$ cat src/rtl/st_reg_pkg.sv
// Shared types and constants for the envelope-state register scheduler.
package st_reg_pkg;

  localparam int ST_W = 107;

  // State word layout, MSB first: level, oldlevel, distance, st.
  localparam int LEVEL_W      = 32;
  localparam int OLDLEVEL_W   = 32;
  localparam int DISTANCE_W   = 32;
  localparam int ST_FIELD_W   = 11;
  localparam int ST_LSB       = 0;
  localparam int DISTANCE_LSB = ST_LSB + ST_FIELD_W;
  localparam int OLDLEVEL_LSB = DISTANCE_LSB + DISTANCE_W;
  localparam int LEVEL_LSB    = OLDLEVEL_LSB + OLDLEVEL_W;

  typedef enum logic [2:0] {
    IDLE,
    HOST_A,
    HOST_W,
    SWEEP,
    DRAIN,
    HOST_R
  } sched_state_t;

endpackage

$ cat src/rtl/st_reg_sched_pipe.sv
// Valid/slot shift register tracking in-flight sweep reads, plus the
// writeback register that captures the datapath result.
module st_reg_sched_pipe
  import st_reg_pkg::*;
#(
  parameter int UPD_LAT = 2,
  parameter int AW      = 6
) (
  input  logic            clk,
  input  logic            reset,
  input  logic            in_valid,
  input  logic [AW-1:0]   in_slot,
  input  logic [ST_W-1:0] upd_result,
  output logic            upd_valid,
  output logic [AW-1:0]   upd_slot,
  output logic            wb_addr_valid,
  output logic [AW-1:0]   wb_addr,
  output logic            wb_valid,
  output logic [ST_W-1:0] wb_data,
  output logic            pipe_busy
);

  localparam int DEPTH = 2 + UPD_LAT;

  logic [DEPTH-1:0] vld;
  logic [AW-1:0]    slot_sr [DEPTH];

  // Stage i holds the read issued i+1 cycles ago.
  always_ff @(posedge clk) begin
    if (reset) begin
      vld      <= '0;
      wb_valid <= 1'b0;
      wb_data  <= '0;
      for (int i = 0; i < DEPTH; i++) slot_sr[i] <= '0;
    end else begin
      vld        <= {vld[DEPTH-2:0], in_valid};
      slot_sr[0] <= in_slot;
      for (int i = 1; i < DEPTH; i++) slot_sr[i] <= slot_sr[i-1];
      wb_valid   <= vld[DEPTH-1];
      if (vld[DEPTH-1]) wb_data <= upd_result;
    end
  end

  assign upd_valid     = vld[1];
  assign upd_slot      = slot_sr[1];
  assign wb_addr_valid = vld[DEPTH-1];
  assign wb_addr       = slot_sr[DEPTH-1];
  assign pipe_busy     = |vld;

endmodule

$ cat src/rtl/st_reg_sched.sv
// Envelope-state RAM scheduler: per-tick read/update/writeback sweep and host writes.
// Optional host read port enabled by defining ST_REG_HOST_RD_EN.
module st_reg_sched
  import st_reg_pkg::*;
#(
  parameter int VOICES  = 8,
  parameter int V_ENVS  = 8,
  parameter int V_WIDTH = 3,
  parameter int E_WIDTH = 3,
  parameter int UPD_LAT = 2,
  localparam int AW     = V_WIDTH + E_WIDTH
) (
  input  logic            clk,
  input  logic            reset,
  input  logic            tick,
  input  logic            host_req,
  input  logic [AW-1:0]   host_slot,
  input  logic [ST_W-1:0] host_data,
  output logic            host_ack,
  output logic [AW-1:0]   ram_raddr,
  input  logic [ST_W-1:0] ram_q,
  output logic [AW-1:0]   ram_waddr,
  output logic [ST_W-1:0] ram_d,
  output logic            ram_we,
  output logic            upd_valid,
  output logic [AW-1:0]   upd_slot,
  output logic [ST_W-1:0] upd_state,
  input  logic [ST_W-1:0] upd_result,
  output logic            busy,
  output logic            done,
  output logic            overrun
`ifdef ST_REG_HOST_RD_EN
  ,
  input  logic            host_rd_req,
  output logic            host_rd_valid,
  output logic [ST_W-1:0] host_rd_data
`endif
);

  localparam int N  = VOICES * V_ENVS;
  localparam int CW = AW + 1;

  sched_state_t state, next_state;

  logic [CW-1:0] rd_cnt;
  logic [AW-1:0] raddr_hold;
  logic          pending_tick;
  logic          rd_fire;
  logic          wb_addr_valid;
  logic [AW-1:0] wb_addr;
  logic          wb_valid;
  logic [ST_W-1:0] wb_data;
  logic          pipe_busy;
`ifdef ST_REG_HOST_RD_EN
  logic [1:0]    rd_wait;
`endif

  st_reg_sched_pipe #(
    .UPD_LAT(UPD_LAT),
    .AW     (AW)
  ) u_pipe (
    .clk          (clk),
    .reset        (reset),
    .in_valid     (rd_fire),
    .in_slot      (rd_cnt[AW-1:0]),
    .upd_result   (upd_result),
    .upd_valid    (upd_valid),
    .upd_slot     (upd_slot),
    .wb_addr_valid(wb_addr_valid),
    .wb_addr      (wb_addr),
    .wb_valid     (wb_valid),
    .wb_data      (wb_data),
    .pipe_busy    (pipe_busy)
  );

  always_ff @(posedge clk) begin
    if (reset) state <= IDLE;
    else       state <= next_state;
  end

  // Sweep counter, read-address hold, tick bookkeeping and status flags.
  always_ff @(posedge clk) begin
    if (reset) begin
      rd_cnt       <= '0;
      raddr_hold   <= '0;
      pending_tick <= 1'b0;
      overrun      <= 1'b0;
      done         <= 1'b0;
`ifdef ST_REG_HOST_RD_EN
      rd_wait      <= 2'd0;
`endif
    end else begin
      rd_cnt     <= (state == SWEEP) ? rd_cnt + CW'(1) : '0;
      raddr_hold <= ram_raddr;
      if (state == IDLE && next_state == SWEEP)
        pending_tick <= 1'b0;
      else if (tick && state != SWEEP && state != DRAIN)
        pending_tick <= 1'b1;
      if (tick && (state == SWEEP || state == DRAIN))
        overrun <= 1'b1;
      done <= (state == DRAIN) && (next_state == IDLE);
`ifdef ST_REG_HOST_RD_EN
      rd_wait <= (state == HOST_R) ? rd_wait + 2'd1 : 2'd0;
`endif
    end
  end

  always_comb begin
    next_state = state;
    case (state)
      IDLE: begin
        if (host_req)
          next_state = HOST_A;
`ifdef ST_REG_HOST_RD_EN
        else if (host_rd_req)
          next_state = HOST_R;
`endif
        else if (pending_tick || tick)
          next_state = SWEEP;
      end
      HOST_A: next_state = HOST_W;
      HOST_W: next_state = IDLE;
      SWEEP: begin
        if (rd_cnt == CW'(N - 1)) next_state = DRAIN;
      end
      // Leave once the final writeback is on the RAM port and nothing trails it.
      DRAIN: begin
        if (wb_valid && !pipe_busy) next_state = IDLE;
      end
`ifdef ST_REG_HOST_RD_EN
      HOST_R: begin
        if (rd_wait == 2'd2) next_state = IDLE;
      end
`endif
      default: next_state = IDLE;
    endcase
  end

  always_comb begin
    ram_raddr = raddr_hold;
    ram_waddr = '0;
    ram_d     = '0;
    ram_we    = 1'b0;
    host_ack  = 1'b0;
    rd_fire   = 1'b0;
    busy      = (state != IDLE);
`ifdef ST_REG_HOST_RD_EN
    host_rd_valid = 1'b0;
    host_rd_data  = '0;
`endif
    case (state)
      SWEEP: begin
        ram_raddr = rd_cnt[AW-1:0];
        rd_fire   = 1'b1;
      end
      HOST_A: ram_waddr = host_slot;
      HOST_W: begin
        ram_we   = 1'b1;
        ram_d    = host_data;
        host_ack = 1'b1;
      end
`ifdef ST_REG_HOST_RD_EN
      HOST_R: begin
        if (rd_wait == 2'd0) ram_raddr = host_slot;
        if (rd_wait == 2'd2) begin
          host_rd_valid = 1'b1;
          host_rd_data  = ram_q;
        end
      end
`endif
      default: ;
    endcase
    // Host states are only entered from IDLE, so they never overlap writeback.
    if (wb_addr_valid) ram_waddr = wb_addr;
    if (wb_valid) begin
      ram_we = 1'b1;
      ram_d  = wb_data;
    end
  end

  assign upd_state = upd_valid ? ram_q : '0;

endmodule

$ cat config.mk
export PLATFORM = sky130hd
export DESIGN_NAME = st_reg_sched
export DESIGN_NICKNAME = d
export VERILOG_FILES = /design/src/rtl/st_reg_pkg.sv /design/src/rtl/st_reg_sched_pipe.sv /design/src/rtl/st_reg_sched.sv
export SDC_FILE = /design/constraint.sdc
export NUM_CORES = 1
export LEC_CHECK = 0
export ABC_AREA = 1
export CORE_AREA = 2 2 220 222
export CTS_CLUSTER_DIAMETER = 60
export CTS_CLUSTER_SIZE = 30
export DETAILED_ROUTE_END_ITERATION = 7
export DIE_AREA = 0 0 222 224
export HOLD_SLACK_MARGIN = 0.03
export PLACE_DENSITY = 0.55
export SYNTH_ARGS = -nofsm -noshare
export SYNTH_HDL_FRONTEND = slang
export SYNTH_SLANG_ARGS = --single-unit
export TNS_END_PERCENT = 100
$ cat constraint.sdc
create_clock -name clk -period 1.8 [get_ports clk]
set_input_delay 0.36 -clock clk [delete_from_list [all_inputs] [get_ports clk]]
set_output_delay 0.36 -clock clk [all_outputs]
set_load 0.05 [all_outputs]
== After elaboration in Yosys (flattened, before gate mapping) ==
Memories as Yosys holds them, arrays and structs flattened.
Index checks and enable logic that the tools add are counted.

* Bitwise logic cells: 5
* Magnitude comparators: 0
* $add $sub $neg: 1
* Equal/unequal tests: 8
* Shift-type cells: 0
* Reduce and logical (&&, ||, !) cells: 15
* Multiplexer cells: 21
* Div/mod/pow operators: 0
* $mul: 0

{| class="wikitable"
|+ Operator list
! kind !! number
|-
| 107-bit two-way mux || 3
|-
| 6-bit two-way mux || 7
|-
| 3-bit two-way mux || 4
|-
| 3-bit case mux with 4 select lines || 1
|-
| 3-bit by 2-bit == test with 1-bit output (second input constant) || 3
|-
| 7-bit by 1-bit adder with 7-bit output (second input constant) || 1
|-
| 7-bit by 6-bit == test with 1-bit output (second input constant) || 1
|-
| 1-bit logical AND || 6
|-
| 3-bit zero test || 2
|-
| 1-bit two-way mux || 6
|-
| 1-bit bitwise OR || 4
|-
| 2-bit OR reduction || 2
|-
| 4-bit OR reduction || 1
|-
| 3-bit by 1-bit == test with 1-bit output (second input constant) || 1
|-
| 3-bit == test (second input constant) || 1
|-
| 3-bit by 2-bit inequality test with 1-bit output (second input constant) || 1
|-
| 3-bit inequality test (second input constant) || 1
|-
| 3-bit nonzero test || 1
|-
| 1-bit logical OR || 2
|-
| 1-bit zero test || 1
|-
| 1-bit NOT || 1
|}

* Bits in writable memories: 24
* Bits of input ports: 331
* Latch bits: 0
* Memories: 1
* Register bits: 131
* Bits in read-only memories: 0

{| class="wikitable"
|+ Memory list
! name !! words !! bits a word !! rd ports !! clocked after memory_dff !! wr ports !! RTL line !! text
|-
| u_pipe.slot_sr || 4 || 6 || 4 || 0 || 4 || st_reg_sched_pipe.sv:26 || <nowiki>logic [AW-1:0] slot_sr [DEPTH];</nowiki>
|}

== Longest topological paths before layout ==
Gate-level depths: netlist of the first run.

* Depth in word-level cells: 8
* Mapped depth: 7
* Mapped depth without buffers: 7

== Hierarchy ==
A second synthesis of the first run with hierarchy kept.

* Cells, all modules: 1497
* Area, all modules: 8569.5 µm²

{| class="wikitable"
|+ Modules (own cells, without submodules)
! module !! times used !! cells an instance !! area an instance (µm²)
|-
| st_reg_sched_pipe || 1 || 781 || 5303.8
|-
| st_reg_sched || 1 || 716 || 3265.6
|}

== Worst setup path before layout of the first run ==
OpenSTA, ideal clock, no wires.

* Path type: register -> output
* Start: register u_pipe.vld[3]
* End: output port ram_waddr[3]
* Path buffers: 2
* Setup slack: -448 ps
* Arrival: 1888 ps
* Stages on the path, launching flop included: 6
* Data required time: 1440 ps
* Cell sequence: dfxtp_1 > buf_6 > inv_2 > buf_2 > nand2_1 > o21ai_0

* Longest elaborated chain between the ends: 1

{| class="wikitable"
|+ RTL lines
! element !! RTL line !! text
|-
| start, declared || st_reg_sched_pipe.sv:25 || <nowiki>logic [DEPTH-1:0] vld;</nowiki>
|-
| start signal, assigned || st_reg_sched_pipe.sv:36 || <nowiki>vld <= {vld[DEPTH-2:0], in_valid};</nowiki>
|-
| 6-bit two-way mux || st_reg_sched.sv:174 || <nowiki>if (wb_addr_valid) ram_waddr = wb_addr;</nowiki>
|-
| end, declared || st_reg_sched.sv:22 || <nowiki>output logic [AW-1:0] ram_waddr,</nowiki>
|}

Every way passes these cells.

== Worst setup path after layout of the first run ==
* Start: register state[2]
* End: output port ram_d[4]

* Longest elaborated chain between the ends: 3

{| class="wikitable"
|+ RTL lines
! element !! RTL line !! text
|-
| start, declared || st_reg_sched.sv:43 || <nowiki>sched_state_t state, next_state;</nowiki>
|-
| start signal, assigned || st_reg_sched.sv:78 || <nowiki>else state <= next_state;</nowiki>
|-
| 3-bit by 2-bit == test with 1-bit output || st_reg_sched.sv:151 || <nowiki>case (state)</nowiki>
|-
| 107-bit two-way mux || st_reg_sched.sv:151 ||
|-
| 107-bit two-way mux || st_reg_sched.sv:175 || <nowiki>if (wb_valid) begin</nowiki>
|-
| end, declared || st_reg_sched.sv:23 || <nowiki>output logic [ST_W-1:0] ram_d,</nowiki>
|}

Every way passes these cells.

==> results.json, run 1 <==
{
  "slew_headroom_pct": 59.17,
  "grt_pass1_vias": 10330,
  "vias": 10300,
  "drv_slew": 0,
  "clock_tree.root_cell": "clkbuf_16",
  "cp-start-kind": "flip-flop",
  "yosysSeqAreaShare_pct": 40.16,
  "clk_latency_ps": 450,
  "die_area_um2": 49730,
  "grt_overflow": 0,
  "hold_class": "flip-flop to flip-flop",
  "synth_seq_cells": 155,
  "setup_tns_ps": -45990,
  "reg2reg_depth": 5,
  "core_area_um2": 47350,
  "p_leak_nw": 8.987,
  "io_pins": 569,
  "initial_core_util_pct": 16.32,
  "ir_drop_mv": 0.4686,
  "rsz0062_at_grt": "true",
  "max_freq_mhz": 449.6,
  "htreeDepth": 4,
  "power.density_nw_per_um2": 584.4,
  "synth_top_area_share_pct": 40.16,
  "dp_hpwl_mm": 31.11,
  "grt_max_degree": 85,
  "place_inst": 2383,
  "min_period_ps": 2224,
  "worst_slack_ps": -424.3,
  "final_cell_mix": "330 x clkdlybuf4s50_1, 262 x nor2_1, 255 x buf_12, 154 x nand2_1, 149 x dfxtp_1",
  "viasPerCell": 4.176,
  "fill_cells": 4633,
  "clock-sinks": 155,
  "antenna_found_initial": 2,
  "drc": 0,
  "synth.net_count": 1595,
  "worstMarginPinSlew_ps": 612.4,
  "yosysTopAreaCell": "dfxtp_1",
  "die_w_um": 222,
  "final_nets": 2170,
  "status": "finished with violations",
  "path_class": "flip-flop to output port",
  "ys_types": 21,
  "postCtsHoldBufs": 0,
  "drt_iter0_drc": 403,
  "setup_viol": 203,
  "syn2layout_area_growth_pct": 150.3,
  "hold_viol": 0,
  "ys_warn_count": 0,
  "grt_pass1_wl_mm": 63.29,
  "die_h_um": 224,
  "ant_nets": 0,
  "cts.reportedPaths.clkPinSlew_ps": 80,
  "layoutNonFillerInstCount": 2467,
  "violations": "setup timing",
  "netlist_area_um2": 7727,
  "worstPathRequired_ps": 1440,
  "clockBufferDepth": 2,
  "layout-drive-gt1-share_pct": 38.09,
  "layout_commonest_cell": "clkdlybuf4s50_1",
  "routabilityCongestion": 0.8696,
  "finalCritPeriodShare_pct": 123.6,
  "cts_tree": "done",
  "worst_ep_arrival_time_ps": 1860,
  "critPathMaxFanout": 8,
  "io_buffers": 568,
  "firstDrtPassIters": 7,
  "ff_latch_area_um2": 3118,
  "multi_input_comb_area_um2": 4805,
  "holdWs_ps": 404.8,
  "finClkSkew_ps": 9.890,
  "place_ws_ps": 13.97,
  "post_drt_wl_per_cell_um": 17.88,
  "avgSynthCellArea_um2": 6.118,
  "rows": 80,
  "syn_inst": 1263,
  "worst_setup_path_end_kind": "output port",
  "grt_use_total_pct": 16.76,
  "maxCapViolations": 0,
  "synthTopCellsByArea": "dfxtp_1 40%, nand2_1 17%, nor2_1 13%",
  "hold_depth": 2,
  "wl_mm": 44.12,
  "cts_buffers": 17
}
==> final timing paths <==
check	from	end	slack (ps)
max	state[2]	ram_d[4]	-420
min reg2reg	u_pipe.slot_sr[0][1]	u_pipe.slot_sr[1][1]	400
max reg2reg	u_pipe.vld[3]	u_pipe.wb_data[47]	290
min	u_pipe.slot_sr[0][1]	u_pipe.slot_sr[1][1]	400
==> cells by family (layout without fill, tap and decap cells) <==
group	Yosys count	count (layout)	synth area share [%]
other	0	1	0
DFF	155	155	40.16
buffers and inverters	241	829	13.33
and+or+nand+nor	733	733	37.69
adders and majority gates	1	1	0.1619
AOI/OAI and AO/OA	133	133	8.663
==> critical path, cell delays in order (launching register included) <==
cell and delay [ps]:
dfxtp_2 340, nor3_4 220, buf_6 180, buf_8 140, buf_16 140, nand3_1 100, nand2_2 140, buf_12 140
==> what timing repair did <==
| item | CTS | global route |
|---|---|---|
| setup buffers | 28 | 8 |
| cloned | 18 | 4 |
| gates resized for setup | 319 | 257 |
| pin swaps | 22 | 14 |
| setup endpoints to repair | 229 | 230 |
==> area by class of cell <==
class / instances / area share [%]
Antenna cell: 1 / 0.01294
Clock buffer: 17 / 2.199
Clock inverter: 15 / 0.8926
Inverter: 154 / 4.010
Multi-Input combinational cell: 867 / 24.84
Sequential cell: 155 / 16.12
Tap cell: 615 / 3.978
Timing Repair Buffer: 643 / 47.95
==> metal layers <==
metal / wire length (µm) / GRT usage [%]
met5: 23 / 0
met4: 1268 / 5.972
met3: 3144 / 5.378
met2: 23750 / 31.70
met1: 15940 / 17.27
==> sequential cells by signal, summed over array words and instances (netlist names) <==
register         flops
u_pipe.slot_sr      24
rd_cnt               7
done                 1
overrun              1
u_pipe.vld           4
u_pipe.wb_data     107
u_pipe.wb_valid      1
pending_tick         1
raddr_hold           6
state                3
==> through the flow <==
| stage | utilization [%] | power, mW | instance area (µm²) |
|---|---|---|---|
| floorplan | - | 4.910 | 7774 |
| global placement | 34.66 | 6.952 | 16410 |
| detailed placement | 34.66 | 6.971 | 16410 |
| CTS | 39.21 | 11.30 | 18560 |
| global route | 40.85 | 11.73 | 19340 |
| finish | 40.86 | 11.31 | 19340 |
==> synth_stat cells, drive strengths merged <==
| cell type | instances |
|---|---|
| a31oi | 1 |
| o21ai | 124 |
| nand3 | 111 |
| inv | 154 |
| dfxtp | 155 |
| ha | 1 |
| or2 | 6 |
| buf | 52 |
| a211oi | 1 |
| nand2 | 347 |
| nor2 | 265 |
| clkbuf | 35 |
| nor3b | 1 |
| a21oi | 7 |
| nor3 | 3 |
==> power by group <==
part | internal (mW) | switching (mW)
clock | 1.87 | 1.83
sequential | 3.46 | 0.0218
combinational | 2.13 | 1.99
(Power assumes the default switching activity.)
==> run 2, diff against run 1 <==
clock period = 2.9 ns   (was 1.8 ns; I/O delays follow)
==> run 2 against run 1 <==
Critical endpoint is now upd_state[12]; utilization fell by 8.6 points; hold slack got worse by 7.9 ps; the flow now finishes without violations; clock-buffer cell count rose by 3; register-to-register slack improved by 1000 ps; sequential cell count did not move.
==> results.json, run 2 (same netlist as run 1, synthesis figures left out) <==
{
  "vias": 9834,
  "power_frac_comb_pct": 30.3,
  "fill_cells": 5062,
  "drc": 0,
  "ir_drop_mv": 0.2990,
  "hold_class": "flip-flop to flip-flop",
  "antenna_found_initial": 11,
  "worst_ep_arrival_time_ps": 2190,
  "die_w_um": 222,
  "initial_core_util_pct": 16.32,
  "reg_top3": "u_pipe.wb_data x107, u_pipe.slot_sr x24, rd_cnt x7",
  "cts_buffers": 17,
  "min_period_ps": 2765,
  "post_drt_wl_per_cell_um": 17.24,
  "slowest_stage": "clkdlybuf4s50_1",
  "post_cts_buffers": 0,
  "final_nets": 2110,
  "finalCritPeriodShare_pct": 95.35,
  "p_int_mw": 4.448,
  "layout-drive-gt1-share_pct": 16.14,
  "max_freq_mhz": 361.6,
  "power.share.switching_pct": 31.13,
  "drt_iter0_drc": 396,
  "grt_max_degree": 79,
  "postCtsHoldBufs": 0,
  "die_h_um": 224,
  "viasPerCell": 4.075,
  "slowest_delay_ps": 820,
  "rows": 80,
  "p_leak_nw": 7.569,
  "htreeDepth": 4,
  "status": "completed",
  "setup_viol": 0,
  "hold_viol": 0,
  "clkPwrFrac_pct": 36.2,
  "multi_input_comb_area_um2": 3600,
  "ctsResizeCount": 0,
  "cp_top_family": "buffers and inverters",
  "grt_use_total_pct": 16.36,
  "maxCapViolations": 0,
  "holdWs_ps": 396.9,
  "power.density_nw_per_um2": 422.3,
  "layout_commonest_cell": "nand2_1",
  "path_cells": "nand2_1, inv_1, clkdlybuf4s50_1",
  "cp_num_buf_inv": 2,
  "power.switching_mw": 2.011,
  "largest_reg_flops": 107,
  "cts.reportedPaths.clkPinSlew_ps": 70,
  "pwr-share-seq_pct": 33.5,
  "path_class": "flip-flop to output port",
  "core_area_um2": 47350,
  "worstPathRequired_ps": 2320,
  "critPathMaxFanout": 33,
  "cp-start-kind": "flip-flop",
  "ff_latch_area_um2": 3114,
  "drv_slew": 0,
  "rsz0062_at_grt": "false",
  "grt_pass1_vias": 9885,
  "clock_tree.root_cell": "clkbuf_16",
  "syn2layout_area_growth_pct": 97.91,
  "clockBufferDepth": 2,
  "ant_nets": 0,
  "wl_mm": 41.59,
  "routabilityCongestion": 0.9139,
  "dp_hpwl_mm": 33.09,
  "grt_pass1_wl_mm": 60.54,
  "largest-register": "u_pipe.wb_data",
  "die_area_um2": 49730,
  "grt_overflow": 0,
  "setup_tns_ps": 0,
  "final_cell_mix": "347 x nand2_1, 341 x clkdlybuf4s50_1, 265 x nor2_1, 152 x dfxtp_1, 149 x inv_1",
  "firstDrtPassIters": 4,
  "finClkSkew_ps": 10.85,
  "cts_tree": "done",
  "worst_setup_path_end_kind": "output port",
  "io_buffers": 568,
  "clk_latency_ps": 460,
  "worstMarginPinSlew_ps": 727.5,
  "io_pins": 569,
  "slew_headroom_pct": 51.50,
  "clock-sinks": 155
}
## run 2: cell count changes in the layout (fill, tap and decap cells not counted), sizes merged
cell,delta
buf,-67
bufinv,+2
clkbuf,-1
clkdlybuf4s50,+11
clkinv,-2
clkinvlp,+2
diode,+6
inv,-5
## run 2: worst paths after layout
path / startpoint / depth (start not counted) / slack, ps / to
worst max-delay path: u_pipe.vld[1] / 3 / 130 / upd_state[12]
worst min-delay path: u_pipe.slot_sr[0][4] / 2 / 400 / u_pipe.slot_sr[1][4]
worst max register to register: u_pipe.vld[3] / 4 / 1330 / u_pipe.wb_data[7]
worst min register to register: u_pipe.slot_sr[0][4] / 2 / 400 / u_pipe.slot_sr[1][4]
## run 2: power groups by stage
| stage | combinational, mW | sequential, mW | clock, mW |
|---|---|---|---|
| after CTS | 1.97 | 2.16 | 2.45 |
| after global routing | 2.04 | 2.17 | 2.53 |
| final | 1.96 | 2.16 | 2.34 |
| after floorplan | 0.827 | 2.21 | 0 |
| after global placement | 1.96 | 2.21 | 0 |
| after detailed placement | 1.97 | 2.21 | 0 |
## run 2: per-stage QoR
step                setup slack [ps]  util [%]  total power, mW  area (µm²)  cells
CTS                            53.18     32.26            6.583       15280   2406
finish                         134.9     32.30            6.458       15290   2413
global route                   14.65     32.30            6.731       15290   2413
floorplan                      431.7         -            3.038        7727   1263
detailed placement             235.2     30.99            4.180       14670   2374
global placement               165.4     30.99            4.173       14670   2374
## run 2: layer usage
metal,vias up,wire length [µm],global-route usage (%)
li1,4869,-,-
met1,4489,13650,14.43
met2,403,22600,31.84
met3,71,3057,5.207
met4,2,2275,10.46
met5,-,13,0
## run 2: layout make-up
| cell class | instances | area share (%) |
|---|---|---|
| timing repair buffer | 583 | 43.20 |
| tap | 615 | 5.032 |
| clock inverter | 12 | 0.8918 |
| clock buffer | 20 | 3.052 |
| antenna | 7 | 0.1145 |
| inverter | 154 | 3.812 |
| sequential | 155 | 20.36 |
| multi-input combinational | 867 | 23.54 |
## run 2: worst reg2reg max path, cell delays in order (launching register included)
cell and delay [ps]:
dfxtp_4 410, inv_4 120, buf_4 550, nor2_1 270
nor2_1 160
